--- src/rtl/exec_writeback_stage_if.sv ---
`default_nettype none
// ============================================================================
// Module   : exec_writeback_stage_if
// Brief    : Decoded-instruction, status and debug bundle for the execute stage.
// Revision : 1.0 - initial release
// ============================================================================
interface exec_writeback_stage_if #(
    parameter int DATA_W = 16
);
    logic [3:0]        opcode;
    logic              source2_select;
    logic              alu_out_select;
    logic              regwrite_flag;
    logic [5:0]        immediate_addr;
    logic [2:0]        rreg_sig1;
    logic [2:0]        rreg_sig2;
    logic [2:0]        wreg_sig;
    logic              stall;
    logic [DATA_W-1:0] result;
    logic              zero_flag;
    logic              neg_flag;
    logic              carry_flag;
    logic [2:0]        dbg_addr;
    logic [DATA_W-1:0] dbg_data;

    modport master (
        output opcode, source2_select, alu_out_select, regwrite_flag,
               immediate_addr, rreg_sig1, rreg_sig2, wreg_sig, dbg_addr,
        input  stall, result, zero_flag, neg_flag, carry_flag, dbg_data
    );

    modport slave (
        input  opcode, source2_select, alu_out_select, regwrite_flag,
               immediate_addr, rreg_sig1, rreg_sig2, wreg_sig, dbg_addr,
        output stall, result, zero_flag, neg_flag, carry_flag, dbg_data
    );
endinterface
`default_nettype wire

--- src/rtl/exec_writeback_stage.sv ---
`default_nettype none
// ============================================================================
// Module   : exec_writeback_stage
// Brief    : Register file, ID/EX register, ALU and writeback with EX bypass.
//            Define MUL_EN to add the multi-cycle shift-add multiplier.
// Revision : 1.0 - initial release
// ============================================================================
module exec_writeback_stage #(
    parameter int DATA_W     = 16,
    parameter int MUL_CYCLES = 16
) (
    input  wire logic             clk,
    input  wire logic             rst,
    exec_writeback_stage_if.slave bus
);
    localparam logic [3:0] c_op_add = 4'd0;
    localparam logic [3:0] c_op_sub = 4'd1;
    localparam logic [3:0] c_op_and = 4'd2;
    localparam logic [3:0] c_op_or  = 4'd3;
    localparam logic [3:0] c_op_xor = 4'd4;
    localparam logic [3:0] c_op_sll = 4'd5;
    localparam logic [3:0] c_op_srl = 4'd6;
    localparam logic [3:0] c_op_not = 4'd7;

    logic [DATA_W-1:0] r_regs [8];
    logic [DATA_W-1:0] r_ex_a;
    logic [DATA_W-1:0] r_ex_b;
    logic [3:0]        r_ex_op;
    logic              r_ex_sel;
    logic [5:0]        r_ex_imm;
    logic [2:0]        r_ex_wreg;
    logic              r_ex_we;
    logic [DATA_W-1:0] r_result;
    logic              r_zero;
    logic              r_neg;
    logic              r_carry;

    logic [DATA_W:0]   w_sum;
    logic [DATA_W-1:0] w_alu_res;
    logic              w_alu_carry;
    logic [DATA_W-1:0] w_ex_val;
    logic              w_ex_carry;
    logic              w_ex_fwd;
    logic              w_ex_is_mul;
    logic [DATA_W-1:0] w_op_a;
    logic [DATA_W-1:0] w_op_b;
    logic              w_stall;
    logic              w_mul_done;
    logic              w_mul_wr;
    logic [DATA_W-1:0] w_mul_val;
    logic              w_wr_en;
    logic [DATA_W-1:0] w_wr_val;
    logic              w_wr_carry;

    always_comb begin
        w_sum       = '0;
        w_alu_res   = r_ex_b;
        w_alu_carry = 1'b0;
        case (r_ex_op)
            c_op_add: begin
                w_sum       = {1'b0, r_ex_a} + {1'b0, r_ex_b};
                w_alu_res   = w_sum[DATA_W-1:0];
                w_alu_carry = w_sum[DATA_W];
            end
            c_op_sub: begin
                // Bit DATA_W of the widened difference is the borrow (A < B).
                w_sum       = {1'b0, r_ex_a} - {1'b0, r_ex_b};
                w_alu_res   = w_sum[DATA_W-1:0];
                w_alu_carry = w_sum[DATA_W];
            end
            c_op_and: w_alu_res = r_ex_a & r_ex_b;
            c_op_or:  w_alu_res = r_ex_a | r_ex_b;
            c_op_xor: w_alu_res = r_ex_a ^ r_ex_b;
            c_op_sll: w_alu_res = r_ex_a << r_ex_b[3:0];
            c_op_srl: w_alu_res = r_ex_a >> r_ex_b[3:0];
            c_op_not: w_alu_res = ~r_ex_a;
            default:  w_alu_res = r_ex_b;
        endcase
    end

    assign w_ex_val   = r_ex_sel ? {{(DATA_W-6){1'b0}}, r_ex_imm} : w_alu_res;
    assign w_ex_carry = r_ex_sel ? 1'b0 : w_alu_carry;
    assign w_ex_fwd   = r_ex_we && (r_ex_wreg != 3'd0) && !w_ex_is_mul;

    always_comb begin
        w_op_a = r_regs[bus.rreg_sig1];
        if (w_ex_fwd && (r_ex_wreg == bus.rreg_sig1)) begin
            w_op_a = w_ex_val;
        end
        w_op_b = r_regs[bus.rreg_sig2];
        if (w_ex_fwd && (r_ex_wreg == bus.rreg_sig2)) begin
            w_op_b = w_ex_val;
        end
        if (bus.source2_select) begin
            w_op_b = {{(DATA_W-6){1'b0}}, bus.immediate_addr};
        end
    end

    always_comb begin
        w_wr_en    = w_ex_fwd;
        w_wr_val   = w_ex_val;
        w_wr_carry = w_ex_carry;
        if (w_mul_wr) begin
            w_wr_en    = 1'b1;
            w_wr_val   = w_mul_val;
            w_wr_carry = 1'b0;
        end
    end

    always_ff @(posedge clk or posedge rst) begin
        if (rst) begin
            for (int i = 0; i < 8; i++) begin
                r_regs[i] <= '0;
            end
            r_ex_a    <= '0;
            r_ex_b    <= '0;
            r_ex_op   <= '0;
            r_ex_sel  <= 1'b0;
            r_ex_imm  <= '0;
            r_ex_wreg <= '0;
            r_ex_we   <= 1'b0;
            r_result  <= '0;
            r_zero    <= 1'b0;
            r_neg     <= 1'b0;
            r_carry   <= 1'b0;
        end else begin
            if (!w_stall) begin
                r_ex_a    <= w_op_a;
                r_ex_b    <= w_op_b;
                r_ex_op   <= bus.opcode;
                r_ex_sel  <= bus.alu_out_select;
                r_ex_imm  <= bus.immediate_addr;
                r_ex_wreg <= bus.wreg_sig;
                r_ex_we   <= bus.regwrite_flag;
            end else if (w_mul_done) begin
                // Retire the multiply so it neither bypasses nor writes again.
                r_ex_we <= 1'b0;
            end
            if (w_wr_en) begin
                r_regs[r_ex_wreg] <= w_wr_val;
                r_result          <= w_wr_val;
                r_zero            <= (w_wr_val == '0);
                r_neg             <= w_wr_val[DATA_W-1];
                r_carry           <= w_wr_carry;
            end
        end
    end

`ifdef MUL_EN
    localparam logic [3:0] c_op_mul = 4'd8;
    localparam int         c_cnt_w  = (MUL_CYCLES > 1) ? $clog2(MUL_CYCLES) : 1;
    localparam logic [c_cnt_w-1:0] c_cnt_last = c_cnt_w'(MUL_CYCLES - 1);
    localparam logic [0:0] c_st_idle = 1'b0;
    localparam logic [0:0] c_st_busy = 1'b1;

    logic [0:0]         r_state;
    logic [0:0]         w_state_nxt;
    logic               r_stall;
    logic               w_stall_nxt;
    logic [c_cnt_w-1:0] r_cnt;
    logic [DATA_W-1:0]  r_mul_acc;
    logic [DATA_W-1:0]  r_mul_a;
    logic [DATA_W-1:0]  r_mul_b;
    logic [DATA_W-1:0]  w_mul_acc_nxt;
    logic               w_mul_start;

    assign w_ex_is_mul   = (r_ex_op == c_op_mul);
    assign w_mul_start   = !r_stall && (bus.opcode == c_op_mul);
    assign w_mul_done    = (r_state == c_st_busy) && (r_cnt == c_cnt_last);
    assign w_mul_acc_nxt = r_mul_acc + (r_mul_b[0] ? r_mul_a : '0);
    assign w_mul_wr      = w_mul_done && r_ex_we && (r_ex_wreg != 3'd0);
    assign w_mul_val     = w_mul_acc_nxt;
    assign w_stall       = r_stall;

    always_ff @(posedge clk or posedge rst) begin
        if (rst) begin
            r_state <= c_st_idle;
            r_stall <= 1'b0;
        end else begin
            r_state <= w_state_nxt;
            r_stall <= w_stall_nxt;
        end
    end

    always_comb begin
        w_state_nxt = r_state;
        w_stall_nxt = r_stall;
        case (r_state)
            c_st_idle: begin
                if (w_mul_start) begin
                    w_state_nxt = c_st_busy;
                    w_stall_nxt = 1'b1;
                end
            end
            default: begin
                if (r_cnt == c_cnt_last) begin
                    w_state_nxt = c_st_idle;
                    w_stall_nxt = 1'b0;
                end
            end
        endcase
    end

    // One multiplier bit per cycle; operands are latched alongside EX capture.
    always_ff @(posedge clk or posedge rst) begin
        if (rst) begin
            r_cnt     <= '0;
            r_mul_acc <= '0;
            r_mul_a   <= '0;
            r_mul_b   <= '0;
        end else if (w_mul_start) begin
            r_cnt     <= '0;
            r_mul_acc <= '0;
            r_mul_a   <= w_op_a;
            r_mul_b   <= w_op_b;
        end else if (r_state == c_st_busy) begin
            r_cnt     <= r_cnt + 1'b1;
            r_mul_acc <= w_mul_acc_nxt;
            r_mul_a   <= r_mul_a << 1;
            r_mul_b   <= r_mul_b >> 1;
        end
    end
`else
    assign w_ex_is_mul = 1'b0;
    assign w_mul_done  = 1'b0;
    assign w_mul_wr    = 1'b0;
    assign w_mul_val   = '0;
    assign w_stall     = 1'b0;
`endif

    assign bus.stall      = w_stall;
    assign bus.result     = r_result;
    assign bus.zero_flag  = r_zero;
    assign bus.neg_flag   = r_neg;
    assign bus.carry_flag = r_carry;
    assign bus.dbg_data   = (bus.dbg_addr == 3'd0) ? '0 : r_regs[bus.dbg_addr];

endmodule
`default_nettype wire

--- src/flat_wrapper.sv ---
// flat-port wrapper written by rule: the top's interface ports become plain ports
module exec_writeback_stage_flat 
#(
    parameter int DATA_W     = 16,
    parameter int MUL_CYCLES = 16
)
  (clk, rst, bus_opcode, bus_source2_select, bus_alu_out_select, bus_regwrite_flag, bus_immediate_addr, bus_rreg_sig1, bus_rreg_sig2, bus_wreg_sig, bus_dbg_addr, bus_stall, bus_result, bus_zero_flag, bus_neg_flag, bus_carry_flag, bus_dbg_data);
  exec_writeback_stage_if #(.DATA_W(DATA_W)) bus_i ();
  input  wire logic clk;
  input  wire logic rst;
  input wire logic [$bits(bus_i.opcode)-1:0] bus_opcode;
  input wire logic [$bits(bus_i.source2_select)-1:0] bus_source2_select;
  input wire logic [$bits(bus_i.alu_out_select)-1:0] bus_alu_out_select;
  input wire logic [$bits(bus_i.regwrite_flag)-1:0] bus_regwrite_flag;
  input wire logic [$bits(bus_i.immediate_addr)-1:0] bus_immediate_addr;
  input wire logic [$bits(bus_i.rreg_sig1)-1:0] bus_rreg_sig1;
  input wire logic [$bits(bus_i.rreg_sig2)-1:0] bus_rreg_sig2;
  input wire logic [$bits(bus_i.wreg_sig)-1:0] bus_wreg_sig;
  input wire logic [$bits(bus_i.dbg_addr)-1:0] bus_dbg_addr;
  output wire logic [$bits(bus_i.stall)-1:0] bus_stall;
  output wire logic [$bits(bus_i.result)-1:0] bus_result;
  output wire logic [$bits(bus_i.zero_flag)-1:0] bus_zero_flag;
  output wire logic [$bits(bus_i.neg_flag)-1:0] bus_neg_flag;
  output wire logic [$bits(bus_i.carry_flag)-1:0] bus_carry_flag;
  output wire logic [$bits(bus_i.dbg_data)-1:0] bus_dbg_data;
  assign bus_i.opcode = bus_opcode;
  assign bus_i.source2_select = bus_source2_select;
  assign bus_i.alu_out_select = bus_alu_out_select;
  assign bus_i.regwrite_flag = bus_regwrite_flag;
  assign bus_i.immediate_addr = bus_immediate_addr;
  assign bus_i.rreg_sig1 = bus_rreg_sig1;
  assign bus_i.rreg_sig2 = bus_rreg_sig2;
  assign bus_i.wreg_sig = bus_wreg_sig;
  assign bus_i.dbg_addr = bus_dbg_addr;
  assign bus_stall = bus_i.stall;
  assign bus_result = bus_i.result;
  assign bus_zero_flag = bus_i.zero_flag;
  assign bus_neg_flag = bus_i.neg_flag;
  assign bus_carry_flag = bus_i.carry_flag;
  assign bus_dbg_data = bus_i.dbg_data;
  exec_writeback_stage #(.DATA_W(DATA_W), .MUL_CYCLES(MUL_CYCLES)) u_core (.clk(clk), .rst(rst), .bus(bus_i));
endmodule
--- config.mk ---
export PLATFORM = sky130hd
export DESIGN_NAME = exec_writeback_stage_flat
export DESIGN_NICKNAME = d
export VERILOG_FILES = /design/src/rtl/exec_writeback_stage_if.sv /design/src/rtl/exec_writeback_stage.sv /design/src/flat_wrapper.sv
export SDC_FILE = /design/constraint.sdc
export NUM_CORES = 1
export LEC_CHECK = 0
export BUFFER_PORTS_ARGS = -buffer_cell sky130_fd_sc_hd__buf_2
export CAP_MARGIN = 25
export CORE_MARGIN = 3
export CORE_UTILIZATION = 55
export CTS_CLUSTER_DIAMETER = 150
export DETAILED_ROUTE_END_ITERATION = 7
export PLACE_DENSITY = 0.71
export SLEW_MARGIN = 20
export SYNTH_ARGS = -nofsm -noshare
export SYNTH_HDL_FRONTEND = slang
export SYNTH_SLANG_ARGS = --single-unit
--- constraint.sdc ---
create_clock -name clk -period 9.6 [get_ports clk]
set_clock_uncertainty 0.05 [all_clocks]
set_input_delay 2.88 -clock clk [delete_from_list [all_inputs] [get_ports clk]]
set_output_delay 2.88 -clock clk [all_outputs]
set_load 0.005 [all_outputs]
==> impl_metrics.py, run 1 <==
metrics = {
    "clock_tree": {
        "cts.clk_slew.worst_paths_ps": 70,
        "cts_buffers": 17,
        "ctsHoldBuffers": 0,
        "cts_buffer_depth": 2,
        "htreeDepth": 4,
        "post_cts_resized": 0,
        "cts_setup_buffers": 0,
        "clockRootBuffer": "clkbuf_16",
        "cts.sinks": 193,
        "cts_tree": "done",
        "clk_latency_ps": 440,
    },
    "placement": {
        "port_buffers": 61,
        "dp_hpwl_um": 27500,
        "dpl.cell_count": 1709,
        "gp_congestion": 0.956,
        "placed_cell_area_um2": 14100,
    },
    "status": {
        "status": "complete, no violations",
    },
    "detailed_routing": {
        "postRouteAntennaNets": 0,
        "first_pass_iters": 7,
        "remaining_drc_errors": 0,
        "drt_iter0_markers": 1438,
        "vias_per_cell": 6.57,
        "drt-total-wl_um": 39800,
        "wl_per_cell_um": 22.8,
        "vias": 11400,
    },
    "timing": {
        "slew_headroom_pct": 31.3,
        "fin_crit_sh_pct": 81.1,
        "rsz0062_at_grt": "no",
        "hold_viol": 0,
        "final-setup-viol-count": 0,
        "fmax_mhz": 128,
        "tns_ps": 0,
        "fin_hold_ws_ps": 349,
        "finalMaxSlewViolations": 0,
        "worst_slew_pin_slew_ps": 1030,
        "period_needed_ps": 7780,
    },
    "floorplanning": {
        "die_w_um": 164,
        "start_util_pct": 56.1,
        "core_um2": 24400,
        "dieHeight_um": 164,
        "rows": 57,
        "die_area_um2": 26800,
        "ios": 63,
    },
    "pwr": {
        "powerDensity_nw_per_um2": 183,
        "vdd_ir_drop_max_mv": 0.128,
        "leakage_nw": 6.22,
    },
    "worst_setup_path": {
        "r2r_cells": 12,
        "critPathBufInv": 4,
        "required_ps": 6670,
        "cp_slowest_cell": "nor2b_1",
        "r2r-end": "u_core.bus.zero_flag",
        "cp_cell_sequence": "buf_2 -> buf_4 -> nor2b_1 -> buf_4 -> a22oi_1 -> o21ai_0 -> buf_2",
        "cp-end-kind": "primary output",
        "worstSetupStartpointType": "primary input",
        "path_class": "in2out",
        "crit_family": "buffers and inverters",
        "crit_arrival_ps": 4850,
        "cp_max_fo": 33,
        "slowest_delay_ps": 570,
        "reg2reg_slack_ps": 4410,
        "worstReg2RegStart": "u_core.r_ex_b[2]",
    },
    "synthesis": {
        "yosysTopAreaCell": "dfrtp_1",
        "ys_ff_latch": 193,
        "ys.flop_type": "dfrtp_1",
        "syn_area_um2": 13700,
        "ys_seq_area_share_pct": 35.3,
        "ys_warn_count": 0,
        "synthTopCellsByArea": "dfrtp_1 (35%), mux4_2 (15%), o21ai_0 (6.3%)",
        "synth_nets": 1524,
        "ys_async_sr_fraction_pct": 100,
        "avgSynthCellArea_um2": 9.49,
        "synth_cell_types": 75,
        "synth_enable_flop_cells": 0,
        "yosysTopAreaCellShare_pct": 35.3,
        "synthCells": 1443,
    },
    "final_layout": {
        "final_area_um2": 14800,
        "nFillCells": 2059,
        "area_delta_synth_final_pct": 7.74,
        "post-route-util_pct": 60.5,
        "drive_above_1_share_pct": 18.7,
        "insertedDiodeCount": 0,
        "stdcell_count": 1742,
        "final_cell_mix": "nand2_1 (193), dfrtp_1 (193), o21ai_0 (172), mux4_2 (89), a21oi_1 (76)",
        "nets": 1486,
    },
    "global_routing": {
        "grt_usage_pct": 30.2,
        "overflow": 0,
        "antenna_found_initial": 0,
        "grt_start_max_net_pins": 142,
        "grt_first_pass_wirelength_um": 63400,
        "first_global_vias": 11000,
    },
    "job": {
        "drv_cap": 0,
    },
    "worst_hold_path": {
        "hold_class": "reg2reg",
        "whs_path_depth": 0,
        "holdPathEnd": "u_core.r_regs[116]",
        "min_from": "u_core.r_regs[116]",
    },
}
-- sequential cells by signal, indices dropped and copies added, names as in the netlist, 3 cells and up --
name / count
u_core.r_ex_b: 16
u_core.r_regs: 128
u_core.r_ex_imm: 6
u_core.r_ex_wreg: 3
u_core.r_ex_op: 4
u_core.r_ex_a: 16
u_core.bus.result: 15
-- worst max-delay path by stage --
stage | from | to | depth (start not counted)
finish | bus_dbg_addr[1] | bus_dbg_data[15] | 7
global route | bus_dbg_addr[1] | bus_dbg_data[15] | 7
CTS | bus_dbg_addr[1] | bus_dbg_data[15] | 7
detailed placement | bus_dbg_addr[1] | bus_dbg_data[15] | 7
global placement | bus_dbg_addr[1] | bus_dbg_data[15] | 7
floorplan | rst | u_core.bus.carry_flag | 1
-- layout make-up --
class	instances	area (µm²)	share of cell area, %
tap	324	405	2.75
clock inverter	13	141	0.958
sequential	193	4830	32.7
multi-input combinational	1033	8050	54.6
clock buffer	19	453	3.07
timing repair buffer	95	618	4.19
inverter	65	251	1.70
-- where the power goes --
group          total, mW  leakage [nW]  switching [mW]  internal, mW
logic              0.915          3.41           0.518         0.397
clock network      0.718         0.291           0.336         0.382
registers           1.07          2.52           0.142         0.925
-- cells in the mapped netlist (all sizes together), types with 34 or more instances --
master	count
a211oi	54
a21oi	76
buf	34
clkbuf	118
dfrtp	193
ha	52
inv	64
mux4	89
nand2	193
nor2	46
nor2b	38
o21ai	172
-- per-stage QoR --
| step | worst slack [ps] | power [mW] |
|---|---|---|
| detailed placement | 1830 | 1.97 |
| finish | 1820 | 2.70 |
| global placement | 1850 | 1.95 |
| floorplan | 1410 | 1.71 |
| global route | 1710 | 2.85 |
| CTS | 1830 | 2.69 |
-- per-layer routing --
metal / global-route usage [%] / wire (µm)
met1: 43.1 / 16600
met4: 9.73 / 1140
met2: 48.5 / 19000
met3: 3.98 / 2980
met5: 0 / 0
-- kinds of logic after synthesis --
kind of cell | count (synthesis) | share of synthesized area, %
AO/OA/AOI/OAI | 436 | 20.2
XOR/XNOR | 20 | 1.28
adder cells (fa/ha/maj) | 54 | 5.04
buffers and inverters | 217 | 6.25
flip-flops | 193 | 35.3
multiplexers | 145 | 19.0
other | 1 | 0.0274
AND/OR/NAND/NOR | 377 | 12.9
Power figures use the tool's default switching activity.
==> inputs of run 2 (changes only) <==
clock period = 7.97 ns   (was 9.6 ns; I/O delays follow)
==> run 2 against run 1 <==
Sequential power grew 20%. Clock-buffer cell count shrank 1. Critical endpoint unchanged. Sequential share of layout area grew 0.21 points. Utilization shrank 0.39 points. Total power grew 19%. Critical path type unchanged. First-iteration DRC count shrank 5.6%. Register-to-register slack lost 1500 ps.
==> impl_metrics.py, run 2 (synthesized netlist as in run 1, its figures left out) <==
metrics = {
    "final_layout": {
        "final_cell_mix": "dfrtp_1 (193), nand2_1 (192), o21ai_0 (172), mux4_2 (89), a21oi_1 (76)",
        "drive_above_1_share_pct": 18.5,
        "nets": 1483,
        "final_common_cell": "dfrtp_1",
        "area_delta_synth_final_pct": 7.04,
        "insertedDiodeCount": 0,
        "top_register": "u_core.r_regs",
        "final_area_um2": 14700,
        "largest_reg_flops": 128,
        "top_regs": "u_core.r_regs: 128 flops, u_core.r_ex_a: 16 flops, u_core.r_ex_b: 16 flops",
        "nFillCells": 2072,
        "seq_area_um2": 4830,
        "multi_input_area_um2": 8060,
        "stdcell_count": 1738,
    },
    "timing": {
        "tns_ps": 0,
        "worst_slew_pin_slew_ps": 960,
        "hold_viol": 0,
        "finalMaxSlewViolations": 0,
        "rsz0062_at_grt": "no",
        "final-setup-viol-count": 0,
        "fin_crit_sh_pct": 82.9,
        "slew_headroom_pct": 36.0,
        "fmax_mhz": 151,
        "period_needed_ps": 6600,
    },
    "global_routing": {
        "first_global_vias": 10900,
        "antenna_found_initial": 0,
        "grt_first_pass_wirelength_um": 62700,
        "grt_start_max_net_pins": 137,
        "grt_usage_pct": 30.0,
        "overflow": 0,
    },
    "placement": {
        "placed_cell_area_um2": 14100,
        "dp_hpwl_um": 27600,
        "gp_congestion": 0.976,
        "dpl.cell_count": 1706,
        "port_buffers": 61,
    },
    "worst_setup_path": {
        "path_common_cell": "buf_2",
        "worstSetupStartpointType": "primary input",
        "cp-end-kind": "primary output",
        "crit_arrival_ps": 4160,
        "r2r-end": "u_core.bus.zero_flag",
        "reg2reg_slack_ps": 2920,
        "critPathBufInv": 3,
        "required_ps": 5530,
        "crit_family": "buffers and inverters",
        "worstReg2RegStart": "u_core.r_ex_b[2]",
        "cp_max_fo": 33,
        "r2r_cells": 12,
        "path_class": "in2out",
        "cp_cell_sequence": "buf_2 -> nor2b_1 -> buf_4 -> a22oi_1 -> o21ai_0 -> buf_2",
        "cp_slowest_cell": "buf_2",
        "slowest_delay_ps": 650,
    },
    "detailed_routing": {
        "postRouteAntennaNets": 0,
        "wl_met3_um": 2850,
        "met2_length_um": 18900,
        "wl_per_cell_um": 22.6,
        "first_pass_iters": 8,
        "maxUsedRoutingLayer": "met4",
        "drt-total-wl_um": 39300,
        "met1_length_um": 16300,
        "drt_iter0_markers": 1357,
        "vias": 11400,
        "vias_per_cell": 6.55,
        "remaining_drc_errors": 0,
    },
    "status": {
        "status": "complete, no violations",
    },
    "pwr": {
        "vdd_ir_drop_max_mv": 0.136,
        "powerDensity_nw_per_um2": 218,
        "leakage_nw": 6.18,
    },
    "clock_tree": {
        "cts_buffers": 17,
        "cts_setup_buffers": 0,
        "cts.sinks": 193,
        "ctsHoldBuffers": 0,
        "clk_latency_ps": 430,
        "cts_tree": "done",
        "htreeDepth": 4,
        "cts_buffer_depth": 2,
        "post_cts_resized": 0,
        "cts.clk_slew.worst_paths_ps": 70,
        "clockRootBuffer": "clkbuf_16",
    },
    "floorplanning": {
        "rows": 57,
        "core_um2": 24400,
        "die_w_um": 164,
        "ios": 63,
        "dieHeight_um": 164,
        "die_area_um2": 26800,
        "start_util_pct": 56.1,
    },
    "worst_hold_path": {
        "whs_path_depth": 0,
        "hold_class": "reg2reg",
        "holdPathEnd": "u_core.r_regs[122]",
        "min_from": "u_core.r_regs[122]",
    },
    "job": {
        "drv_cap": 0,
    },
}
run 2: cell types whose count changed in the layout (fill, tap and decap cells not counted), sizes merged:
cell	previous run	this run
inv	71	70
clkinvlp	1	0
bufinv	1	0
clkinv	5	8
buf	95	91
run 2: power breakdown:
part	total (mW)	switching (mW)	internal (mW)	leakage (nW)
clock network	0.818	0.398	0.419	0.279
logic	1.10	0.625	0.476	3.38
registers	1.28	0.170	1.11	2.52
total	3.20	1.19	2.01	6.18
run 2: worst max-delay path by stage:
stage                                from               endpoint  slack, ps  cells past startpoint
after floorplan                       rst  u_core.bus.carry_flag        270                      1
after global placement    bus_dbg_addr[1]       bus_dbg_data[15]       1410                      6
after detailed placement  bus_dbg_addr[1]       bus_dbg_data[15]       1360                      6
after CTS                 bus_dbg_addr[1]       bus_dbg_data[15]       1340                      6
after global routing      bus_dbg_addr[1]       bus_dbg_data[15]       1230                      6
final                     bus_dbg_addr[1]       bus_dbg_data[15]       1370                      6
run 2: layout make-up:
cell class / count / share of cell area (%)
Clock buffer: 18 / 3.00
Clock inverter: 13 / 0.819
Inverter: 65 / 1.72
Multi-Input combinational cell: 1033 / 55.0
Sequential cell: 193 / 32.9
Tap cell: 324 / 2.77
Timing Repair Buffer: 92 / 3.79
run 2: stage by stage:
| stage | power (mW) | setup WS, ps | util [%] | hold slack [ps] |
|---|---|---|---|---|
| 2_1_floorplan | 2.07 | 273 | - | 391 |
| 3_3_place_gp | 2.35 | 1410 | 57.6 | 327 |
| 3_5_place_dp | 2.37 | 1360 | 57.8 | 333 |
| 4_1_cts | 3.19 | 1340 | 60.1 | 349 |
| 5_1_grt | 3.38 | 1230 | 60.1 | 359 |
| 6_report | 3.20 | 1370 | 60.1 | 350 |
run 2: worst register-to-register path: stages (launching register included):
cell and delay [ps]:
dfrtp_1 320, buf_4 350, clkinv_1 660, ha_1 700, nand2b_1 170, a211oi_1 120, o41ai_1 530, a31oi_1 370
a221oi_1 450, o211ai_1 130, o221ai_1 750, nand2_1 140, o41ai_2 230
run 2: layer usage:
metal	vias up	global-route usage, %
li1	5222	-
met1	5567	41.9
met2	510	47.9
met3	91	5.22
met4	0	10.3
met5	-	0
